### src/rtl/framebuffer_scanout.sv
// Raster timing generator and framebuffer reader with integer upscaling and double buffering.
// The address stage drives fbAddress from counters; the output stage aligns to the 1-cycle read.
module framebuffer_scanout #(
  parameter int unsigned FB_WIDTH   = 32,
  parameter int unsigned FB_HEIGHT  = 24,
  parameter int unsigned SCALE      = 20,
  parameter int unsigned H_ACTIVE   = 640,
  parameter int unsigned H_FRONT    = 16,
  parameter int unsigned H_SYNC     = 96,
  parameter int unsigned H_BACK     = 48,
  parameter int unsigned V_ACTIVE   = 480,
  parameter int unsigned V_FRONT    = 10,
  parameter int unsigned V_SYNC     = 2,
  parameter int unsigned V_BACK     = 33,
  parameter int unsigned ADDR_WIDTH = 11
) (
  input  logic                  clk,
  input  logic                  reset,
  input  logic                  bufferSelect,
  output logic [ADDR_WIDTH-1:0] fbAddress,
  output logic                  fbReadEnable,
  input  logic [8:0]            fbData,
  output logic [2:0]            red,
  output logic [2:0]            green,
  output logic [2:0]            blue,
  output logic                  hsync,
  output logic                  vsync,
  output logic                  dataEnable,
  output logic                  vblank,
  output logic                  frameStart
);

  localparam int unsigned HTotal     = H_ACTIVE + H_FRONT + H_SYNC + H_BACK;
  localparam int unsigned VTotal     = V_ACTIVE + V_FRONT + V_SYNC + V_BACK;
  localparam int unsigned HSyncStart = H_ACTIVE + H_FRONT;
  localparam int unsigned VSyncStart = V_ACTIVE + V_FRONT;
  localparam int unsigned HImg       = FB_WIDTH * SCALE;
  localparam int unsigned VImg       = FB_HEIGHT * SCALE;
  localparam int unsigned HW         = $clog2(HTotal);
  localparam int unsigned VW         = $clog2(VTotal);
  localparam int unsigned XW         = $clog2(FB_WIDTH + 1);
  localparam int unsigned SW         = (SCALE > 1) ? $clog2(SCALE) : 1;

  localparam logic [ADDR_WIDTH-1:0] FrameSize = ADDR_WIDTH'(FB_WIDTH * FB_HEIGHT);
  localparam logic [ADDR_WIDTH-1:0] RowStep   = ADDR_WIDTH'(FB_WIDTH);
  localparam logic [SW-1:0]         SubLast   = SW'(SCALE - 1);

  logic [HW-1:0]         h_cnt_q, h_cnt_d;
  logic [VW-1:0]         v_cnt_q, v_cnt_d;
  logic [SW-1:0]         x_sub_q, x_sub_d, y_sub_q, y_sub_d;
  logic [XW-1:0]         fb_x_q, fb_x_d;
  logic [ADDR_WIDTH-1:0] row_base_q, row_base_d;
  logic [ADDR_WIDTH-1:0] frame_base_q, frame_base_d;
  logic [ADDR_WIDTH-1:0] addr_hold_q, addr_hold_d;
  logic                  hsync_q, vsync_q, de_q, vblank_q, frame_start_q, img_q;

  logic [31:0]           h_w, v_w;
  logic                  h_last, v_last, h_img, v_img, img;
  logic [ADDR_WIDTH-1:0] addr_calc;

  assign h_w    = 32'(h_cnt_q);
  assign v_w    = 32'(v_cnt_q);
  assign h_last = (h_w == HTotal - 1);
  assign v_last = (v_w == VTotal - 1);
  assign h_img  = (h_w < HImg);
  assign v_img  = (v_w < VImg);
  assign img    = h_img && v_img;

  assign addr_calc    = frame_base_q + row_base_q + ADDR_WIDTH'(fb_x_q);
  assign fbAddress    = img ? addr_calc : addr_hold_q;
  assign fbReadEnable = img;

  always_comb begin
    h_cnt_d      = h_cnt_q;
    v_cnt_d      = v_cnt_q;
    x_sub_d      = x_sub_q;
    fb_x_d       = fb_x_q;
    y_sub_d      = y_sub_q;
    row_base_d   = row_base_q;
    frame_base_d = frame_base_q;
    addr_hold_d  = img ? addr_calc : addr_hold_q;

    // Horizontal sub-counter only runs across the image so fb_x stays bounded.
    if (h_last) begin
      h_cnt_d = '0;
      x_sub_d = '0;
      fb_x_d  = '0;
    end else begin
      h_cnt_d = h_cnt_q + HW'(1);
      if (h_img) begin
        if (x_sub_q == SubLast) begin
          x_sub_d = '0;
          fb_x_d  = fb_x_q + XW'(1);
        end else begin
          x_sub_d = x_sub_q + SW'(1);
        end
      end
    end

    if (h_last) begin
      if (v_last) begin
        v_cnt_d      = '0;
        y_sub_d      = '0;
        row_base_d   = '0;
        frame_base_d = bufferSelect ? FrameSize : '0;
      end else begin
        v_cnt_d = v_cnt_q + VW'(1);
        if (v_img) begin
          if (y_sub_q == SubLast) begin
            y_sub_d    = '0;
            row_base_d = row_base_q + RowStep;
          end else begin
            y_sub_d = y_sub_q + SW'(1);
          end
        end
      end
    end
  end

  always_ff @(posedge clk) begin
    if (!reset) begin
      h_cnt_q       <= '0;
      v_cnt_q       <= '0;
      x_sub_q       <= '0;
      fb_x_q        <= '0;
      y_sub_q       <= '0;
      row_base_q    <= '0;
      frame_base_q  <= '0;
      addr_hold_q   <= '0;
      hsync_q       <= 1'b1;
      vsync_q       <= 1'b1;
      de_q          <= 1'b0;
      vblank_q      <= 1'b0;
      frame_start_q <= 1'b0;
      img_q         <= 1'b0;
    end else begin
      h_cnt_q       <= h_cnt_d;
      v_cnt_q       <= v_cnt_d;
      x_sub_q       <= x_sub_d;
      fb_x_q        <= fb_x_d;
      y_sub_q       <= y_sub_d;
      row_base_q    <= row_base_d;
      frame_base_q  <= frame_base_d;
      addr_hold_q   <= addr_hold_d;
      hsync_q       <= !((h_w >= HSyncStart) && (h_w < HSyncStart + H_SYNC));
      vsync_q       <= !((v_w >= VSyncStart) && (v_w < VSyncStart + V_SYNC));
      de_q          <= (h_w < H_ACTIVE) && (v_w < V_ACTIVE);
      vblank_q      <= (v_w >= V_ACTIVE);
      frame_start_q <= (h_cnt_q == '0) && (v_cnt_q == '0);
      img_q         <= img;
    end
  end

  // fbData arrives one cycle after its address, so gate it with the delayed image flag.
  assign {red, green, blue} = img_q ? fbData : 9'd0;
  assign hsync      = hsync_q;
  assign vsync      = vsync_q;
  assign dataEnable = de_q;
  assign vblank     = vblank_q;
  assign frameStart = frame_start_q;

endmodule

### config.mk
export PLATFORM = sky130hd
export DESIGN_NAME = framebuffer_scanout
export DESIGN_NICKNAME = d
export VERILOG_FILES = /design/src/rtl/framebuffer_scanout.sv
export SDC_FILE = /design/constraint.sdc
export NUM_CORES = 1
export LEC_CHECK = 0
export BUFFER_PORTS_ARGS = -buffer_cell sky130_fd_sc_hd__buf_2
export CORE_MARGIN = 5
export CORE_UTILIZATION = 40
export DETAILED_ROUTE_END_ITERATION = 8
export SLEW_MARGIN = 0
export SYNTH_ARGS = -nofsm -noshare
export SYNTH_HDL_FRONTEND = slang
export SYNTH_SLANG_ARGS = --single-unit
### constraint.sdc
create_clock -name clk -period 2.36 [get_ports clk]
set_input_delay 0.236 -clock clk [delete_from_list [all_inputs] [get_ports clk]]
set_output_delay 0.236 -clock clk [all_outputs]
set_load 0.005 [all_outputs]
Word-level counts from Yosys, hierarchy flattened
Cells that the tools add are included.
- register bits after elaboration: 74
- logic and storage cells: 59
- bitwise gates (word level): 1
- equality and inequality tests: 4
- $lt $le $gt $ge: 7
- $add $sub $neg: 8
- reduce and logical (&&, ||, !) cells: 15
- mux-type cells: 11
- operators with widths (kind ; count):
    2-to-1 mux 11 bit ; 4
    adder 10 x 1 -> 10 bit, second input constant ; 2
    == test 10 bit, second input constant ; 2
    >= comparator 10 x 9 -> 1 bit, second input constant ; 2
    zero test 10 bit ; 2
    less-than comparator 10 bit, second input constant ; 2
    less-than comparator 10 x 9 -> 1 bit, second input constant ; 2
    2-to-1 mux 10 bit ; 2
    2-to-1 mux 5 bit ; 4
    adder 11 bit ; 1
    adder 11 x 6 -> 11 bit ; 1
    adder 11 x 6 -> 11 bit, second input constant ; 1
    adder 5 x 1 -> 5 bit, second input constant ; 2
    == test 5 bit, second input constant ; 2
    >= comparator 10 bit, second input constant ; 1
    2-to-1 mux 9 bit ; 1
    adder 6 x 1 -> 6 bit, second input constant ; 1
    AND reduction 2 bit ; 3
    logical AND 1 bit ; 4
    nonzero test 2 bit ; 2
    AND reduction 3 bit ; 1
    zero test 1 bit ; 2
    OR reduction 2 bit ; 1
    NOT 1 bit ; 1

Depth between registers and ports, before layout
Gate-level depths: netlist (run 1).
- depth after elaboration: 4
- mapped depth: 9

Worst setup path after synthesis (run 1)
OpenSTA, ideal clock, no wires.
- path type: reg-to-reg
- start: register v_cnt_q[0]
- end: register row_base_q[9]
- period minus slack after synthesis: 1.791 ns
- stages on the path, launching flop included: 8
- path buffers: 1
- required time: 2.285 ns
- data arrival time: 1.715 ns
- path slack: 0.569 ns
- path through: dfxtp_1 -> inv_1 -> ha_1 -> nor2b_1 -> and4_1 -> buf_2 -> or4_1 -> a31oi_1
- cells in the longest elaborated chain, start to end: 3
- RTL lines (element ; RTL line ; source):
    start: declaration ; 49 ; logic [VW-1:0] v_cnt_q, v_cnt_d;
    start signal: assignment ; 138 ; v_cnt_q <= v_cnt_d;
    less-than comparator 10 x 9 -> 1 bit / == test 10 bit (equally long branches) ; 66, 64 ;
    nonzero test 2 bit (no source line) ; -- ;
    AND reduction 3 bit (no source line) ; -- ;
    end signal: assignment ; 142 ; row_base_q <= row_base_d;
    end: declaration ; 52 ; logic [ADDR_WIDTH-1:0] row_base_q, row_base_d;
Parallel ways exist; a longest one is shown, timed or not.
A chain may end at the register's enable or synchronous reset.

Worst setup path after layout (run 1)
- start: register v_cnt_q[5]
- end: output port fbAddress[3]
- cells in the longest elaborated chain, start to end: 3
- RTL lines (element ; RTL line ; source):
    less-than comparator 10 x 9 -> 1 bit ; 66 ; assign v_img = (v_w < VImg);
    logical AND 1 bit ; 67 ; assign img = h_img && v_img;
    2-to-1 mux 11 bit ; -- ;
    end: declaration ; 20 ; output logic [ADDR_WIDTH-1:0] fbAddress,
No other way between the ends.

==> results.py, run 1 <==
metrics = {
    "global_route": {
        "overflow": 0,
        "track_usage": 0.146,
        "grt_max_degree": 19,
        "grt_pass1_wl_um": 10200,
        "antenna_found_initial": 0,
        "first_global_vias": 2315,
    },
    "die": {
        "coreArea_um2": 6870,
        "fp.dieH_um": 94.4,
        "die-area_um2": 8910,
        "io_pins": 38,
        "rows": 30,
        "die_width_um": 94.4,
        "start_util": 0.415,
    },
    "detailed_routing": {
        "drc": 0,
        "wl_per_cell_um": 12.4,
        "antenna_left": 0,
        "via_per_inst": 4.99,
        "wirelength_um": 5900,
        "drt_iter0_drc": 66,
        "first_pass_iters": 4,
        "vias": 2381,
    },
    "timing": {
        "final.min_clock_period_ns": 2.17,
        "hold_viol_final": 0,
        "rsz0062_at_grt": "no",
        "tns_ns": 0,
        "finClkSkew_ns": 0.00815,
        "timing.final.crit_share": 0.918,
        "drv_slew": 0,
        "fin_ws_ns": 0.194,
        "fmax_mhz": 462,
        "holdWs_ns": 0.167,
        "setup_viol": 0,
    },
    "logic_synthesis": {
        "ys_types": 45,
        "synth-seq-cells": 59,
        "yosys-top-cells-area": "dfxtp_1 41%, xor2_1 7.4%, nor2_1 5.9%",
        "yosysTopAreaCell": "dfxtp_1",
        "seq_area_frac_synth": 0.415,
        "synth_fp_nets": 358,
        "netlist_area_um2": 2850,
        "synth.avg_cell_area_um2": 8.56,
        "synth_top_area_frac": 0.415,
        "syn_inst": 333,
        "yosysWarnings": 0,
    },
    "power_and_ir_drop": {
        "power_density_nw_per_um2": 638,
        "power_mw": 2.16,
        "p_leak_nw": 1.40,
        "vdd_drop_max_mv": 0.311,
    },
    "clock_tree": {
        "clkLatencyLatePin_ns": 0.34,
        "cts_made_buffers": 9,
        "cts_tree": "yes",
        "clockBufferDepth": 2,
        "cts_sinks": 59,
        "cts-hold-fix-buffers": 0,
        "h-tree-depth": 3,
        "path_clk_slew_ns": 0.06,
        "root_buffer": "clkbuf_8",
    },
    "worst_setup_path": {
        "start_kind": "flip-flop",
        "crit_path_max_fanout": 11,
        "required_ns": 2.12,
        "critPathKind": "flip-flop to output pin",
        "worstSetupEndpointType": "output pin",
        "cp.arrival_ns": 1.93,
        "rrSetupSlack_ns": 0.32,
    },
    "flow_run": {
        "drv_cap": 0,
    },
    "place": {
        "placed_area_um2": 3150,
        "portBuffers": 37,
        "dp_hpwl_um": 4350,
        "gp_congestion": 0.849,
        "pre_cts_ws_ns": 0.329,
        "dp.cells": 461,
    },
    "finish": {
        "layoutNonFillerInstCount": 477,
        "final_area_um2": 3380,
        "utilization": 0.492,
        "n_antenna_cell": 0,
        "fin_nets": 401,
        "area_growth_syn_to_layout_pct": 18.7,
        "fillers": 680,
        "drive_gt1_frac": 0.176,
    },
    "min_path": {
        "hp-class": "input port to flip-flop",
    },
    "outcome": {
        "outcome": "finished clean",
    },
}
registers in the layout, indices dropped and copies added, names as in the netlist:
| signal | flops |
|---|---|
| addr_hold_q | 11 |
| h_cnt_q | 10 |
| v_cnt_q | 10 |
| fb_x_q | 6 |
| row_base_q | 6 |
| x_sub_q | 5 |
| y_sub_q | 5 |
| frameStart | 1 |
| frame_base_q | 1 |
| hsync | 1 |
| img_q | 1 |
| vblank | 1 |
| vsync | 1 |
cell usage after synthesis, drive strengths merged:
master,count
ha,13
and2,20
nand2,37
o211ai,2
nor3b,1
nor3,5
a41oi,2
and4b,1
buf,5
clkbuf,7
conb,1
o21ai,14
and4,1
a21oi,11
nor2b,1
nor2,45
or3,3
inv,5
or2,1
o31ai,1
nand4,14
nand4b,1
and3,12
nand3,16
nand2b,1
a31oi,3
a311oi,1
a32oi,2
nor4b,1
a22oi,2
or3b,1
mux2,3
nor4bb,1
xor2,24
o22ai,1
or4,2
clkinv,1
mux2i,2
dfxtp,59
xnor2,8
nor4,1
a211o,1
layer usage:
layer,vias to the layer above,share of wire,global-route usage,wire [µm]
met5,-,0,0,0
li1,1237,-,-,-
met3,12,0.047,0.0422,278
met1,1087,0.49,0.180,2880
met2,45,0.44,0.228,2600
met4,0,0.024,0.0806,141
cell type report:
cell class | count | area, µm² | share of cell area
multi-input cells | 256 | 1590 | 0.471
inverters | 6 | 22.5 | 0.00666
clock inverters | 4 | 72.6 | 0.0215
well taps | 96 | 120 | 0.0355
flip-flops and latches | 59 | 1180 | 0.349
repair buffers | 44 | 238 | 0.0703
clock buffers | 12 | 155 | 0.0459
power by group:
group / leakage (nW) / internal, mW / total [mW] / switching [mW]
sequential: 0.478 / 1.01 / 1.02 / 0.0128
combinational: 0.812 / 0.0404 / 0.0855 / 0.0451
clock: 0.113 / 0.651 / 1.05 / 0.398
total: 1.40 / 1.70 / 2.16 / 0.456
cells by family (layout without fill, tap and decap cells):
logic type / count (synthesis) / count (layout) / share of synthesized area
buf+inv: 18 / 66 / 0.0277
other cells: 1 / 1 / 0.00132
compound gates: 40 / 40 / 0.0935
xor+xnor: 32 / 32 / 0.0984
fa+ha+maj: 13 / 13 / 0.0571
flops: 59 / 59 / 0.415
mux: 5 / 5 / 0.0189
simple gates: 165 / 165 / 0.289
path summary, 6_finish.rpt:
kind,from,end,cells past startpoint
setup reg to reg,h_cnt_q[0],row_base_q[10],6
hold / removal,bufferSelect,frame_base_q[8],3
hold reg to reg,h_cnt_q[0],h_cnt_q[0],1
setup / recovery,v_cnt_q[5],fbAddress[3],5
worst max-delay path: stages, from the launching register on:
cell     delay (ns)
dfxtp_1        0.47
a41oi_4        0.22
nand2_2        0.22
buf_4          0.20
mux2_2         0.35
buf_2          0.13
repair_timing:
| action | 4_1_cts | 5_1_grt |
|---|---|---|
| setup buffers | 0 | 0 |
| gates resized for setup | 0 | 1 |
| setup endpoints to repair | 0 | 3 |
cell usage in the layout, fill, tap and decap left out, drive strengths merged, types with 2 or more instances in the layout:
| cell type | synthesis | routed |
|---|---|---|
| or3 | 3 | 3 |
| a31oi | 3 | 3 |
| and2 | 20 | 20 |
| inv | 5 | 5 |
| a21oi | 11 | 11 |
| o211ai | 2 | 2 |
| mux2 | 3 | 3 |
| ha | 13 | 13 |
| buf | 5 | 44 |
| xnor2 | 8 | 8 |
| and3 | 12 | 12 |
| or4 | 2 | 2 |
| bufinv | 0 | 2 |
| dfxtp | 59 | 59 |
| a32oi | 2 | 2 |
| mux2i | 2 | 2 |
| nor2 | 45 | 45 |
| nand2 | 37 | 37 |
| clkbuf | 7 | 12 |
| clkinv | 1 | 2 |
| a41oi | 2 | 2 |
| nor3 | 5 | 5 |
| a22oi | 2 | 2 |
| xor2 | 24 | 24 |
| nand4 | 14 | 14 |
| nand3 | 16 | 16 |
| o21ai | 14 | 14 |
Note: power is estimated with default switching activity, not from simulation.
==> inputs of run 2 (changes only) <==
--- a/config.mk
+++ b/config.mk
@@ -6,8 +6,7 @@
 export NUM_CORES = 1
 export LEC_CHECK = 0
 export BUFFER_PORTS_ARGS = -buffer_cell sky130_fd_sc_hd__buf_2
-export CORE_MARGIN = 5
-export CORE_UTILIZATION = 40
+export CORE_UTILIZATION = 25
 export DETAILED_ROUTE_END_ITERATION = 8
 export SLEW_MARGIN = 0
 export SYNTH_ARGS = -nofsm -noshare
==> run 2 against run 1 <==
Against the previous run:
- clock skew rose by 0.0019 ns
- sequential power is essentially flat
- highest routed layer unchanged
- largest cell class unchanged
- register-to-register slack got worse by 0.09 ns
==> results.py, run 2 (same netlist as run 1, synthesis figures left out) <==
metrics = {
    "die": {
        "io_pins": 38,
        "die-area_um2": 11800,
        "fp.dieH_um": 109,
        "rows": 38,
        "die_width_um": 109,
        "start_util": 0.259,
        "coreArea_um2": 11000,
    },
    "flow_run": {
        "drv_cap": 0,
    },
    "finish": {
        "largest_reg_flops": 11,
        "area_growth_syn_to_layout_pct": 23.5,
        "layout_commonest_cell": "dfxtp_1",
        "layout_common_cells": "59 x dfxtp_1, 45 x nor2_1, 37 x buf_2, 36 x nand2_1, 24 x xor2_1",
        "reg_top3": "addr_hold_q x11, h_cnt_q x10, v_cnt_q x10",
        "layoutNonFillerInstCount": 518,
        "fin_nets": 400,
        "fillers": 1121,
        "drive_gt1_frac": 0.169,
        "regMostFlops": "addr_hold_q",
        "multi_input_area_um2": 1590,
        "seqCellArea_um2": 1180,
        "n_antenna_cell": 0,
    },
    "global_route": {
        "antenna_found_initial": 0,
        "grt_max_degree": 19,
        "overflow": 0,
        "track_usage": 0.108,
        "first_global_vias": 2227,
        "grt_pass1_wl_um": 9970,
    },
    "worst_setup_path": {
        "cp_slowest_cell": "ha_1",
        "crit_path_max_fanout": 5,
        "required_ns": 2.12,
        "path_cells": "ha_1 -> a311oi_1 -> a211o_1 -> xor2_1 -> o21ai_0 -> buf_2",
        "start_kind": "flip-flop",
        "cpPeakStageDelay_ns": 0.36,
        "worstSetupEndpointType": "output pin",
        "critPathKind": "flip-flop to output pin",
        "cp.arrival_ns": 1.91,
    },
    "timing": {
        "tns_ns": 0,
        "fmax_mhz": 465,
        "rsz0062_at_grt": "no",
        "finClkSkew_ns": 0.0100,
        "timing.final.crit_share": 0.911,
        "hold_viol_final": 0,
        "setup_viol": 0,
        "drv_slew": 0,
        "final.min_clock_period_ns": 2.15,
    },
    "place": {
        "gp_congestion": 0.818,
        "dp.cells": 504,
        "portBuffers": 37,
        "dp_hpwl_um": 4320,
    },
    "clock_tree": {
        "path_clk_slew_ns": 0.05,
        "cts_made_buffers": 9,
        "cts_sinks": 59,
        "h-tree-depth": 3,
        "cts_setup_buffers": 0,
        "clkLatencyLatePin_ns": 0.32,
        "root_buffer": "clkbuf_16",
        "cts_tree": "yes",
        "clockBufferDepth": 2,
    },
    "power_and_ir_drop": {
        "clkPwrFrac": 0.554,
        "switchingPower_uw": 475,
        "combPwrFrac": 0.035,
        "p_leak_nw": 1.44,
        "p_sw_frac": 0.190,
        "power_density_nw_per_um2": 710,
        "internal-power_mw": 2.02,
        "vdd_drop_max_mv": 0.343,
        "p_seq_frac": 0.411,
    },
    "outcome": {
        "outcome": "finished clean",
    },
    "detailed_routing": {
        "vias": 2384,
        "antenna_left": 0,
        "drc": 0,
        "via_per_inst": 4.60,
        "wl_per_cell_um": 11.6,
        "drt_iter0_drc": 167,
        "wirelength_um": 6030,
        "first_pass_iters": 6,
    },
    "min_path": {
        "hp-class": "input port to flip-flop",
    },
}
## run 2: final timing paths
check / from / end / slack [ns] / cells past startpoint
worst max register to register: v_cnt_q[0] / row_base_q[10] / 0.23 / 7
worst min-delay path: bufferSelect / frame_base_q[8] / 0.19 / 3
worst min register to register: h_cnt_q[0] / h_cnt_q[0] / 0.46 / 1
worst max-delay path: row_base_q[8] / fbAddress[10] / 0.21 / 6
## run 2: repair_timing
action / 4_1_cts / 5_1_grt
endpoints found under the setup margin: 0 / 4
resized for setup: 0 / 1
hold buffers: 0 / 0
## run 2: area by class of cell
type | count | area share
inverter | 6 | 0.00640
clock buffer | 12 | 0.0729
timing repair buffer | 43 | 0.0655
tap | 140 | 0.0498
multi-input combinational | 256 | 0.453
clock inverter | 2 | 0.0171
sequential | 59 | 0.336
## run 2: per-stage QoR
step | hold slack (ns) | area, µm² | setup WS (ns) | power [mW] | utilization
2_1_floorplan | 0.383 | 2850 | 0.569 | 1.09 | -
3_3_place_gp | 0.447 | 3200 | 0.347 | 1.13 | 0.291
3_5_place_dp | 0.454 | 3200 | 0.250 | 1.13 | 0.291
4_1_cts | 0.187 | 3510 | 0.0129 | 2.53 | 0.320
5_1_grt | 0.197 | 3520 | 0.0117 | 2.59 | 0.320
6_report | 0.192 | 3520 | 0.209 | 2.50 | 0.320
## run 2: routing by layer
metal | vias to the layer above | track usage | share of wire
li1 | 1231 | - | -
met1 | 1100 | 0.127 | 0.47
met2 | 48 | 0.187 | 0.48
met3 | 5 | 0.0395 | 0.046
met4 | 0 | 0.0232 | 0.0060
met5 | - | 0 | 0
## run 2: power groups by stage
stage	Clock [mW]	Sequential, mW	Combinational (mW)
final	1.38	1.03	0.0872
after global routing	1.46	1.03	0.100
after CTS	1.42	1.03	0.0892
after detailed placement	0	1.05	0.0887
after global placement	0	1.04	0.0877
after floorplan	0	1.04	0.0516
## run 2: critical path: cells and delay by family (launching register included)
family | cells | cell delay (ns)
flip-flops | 1 | 0.35
adder cells (fa/ha/maj) | 1 | 0.36
buffers and inverters | 1 | 0.13
AO/OA/AOI/OAI | 3 | 0.56
XOR/XNOR | 1 | 0.19
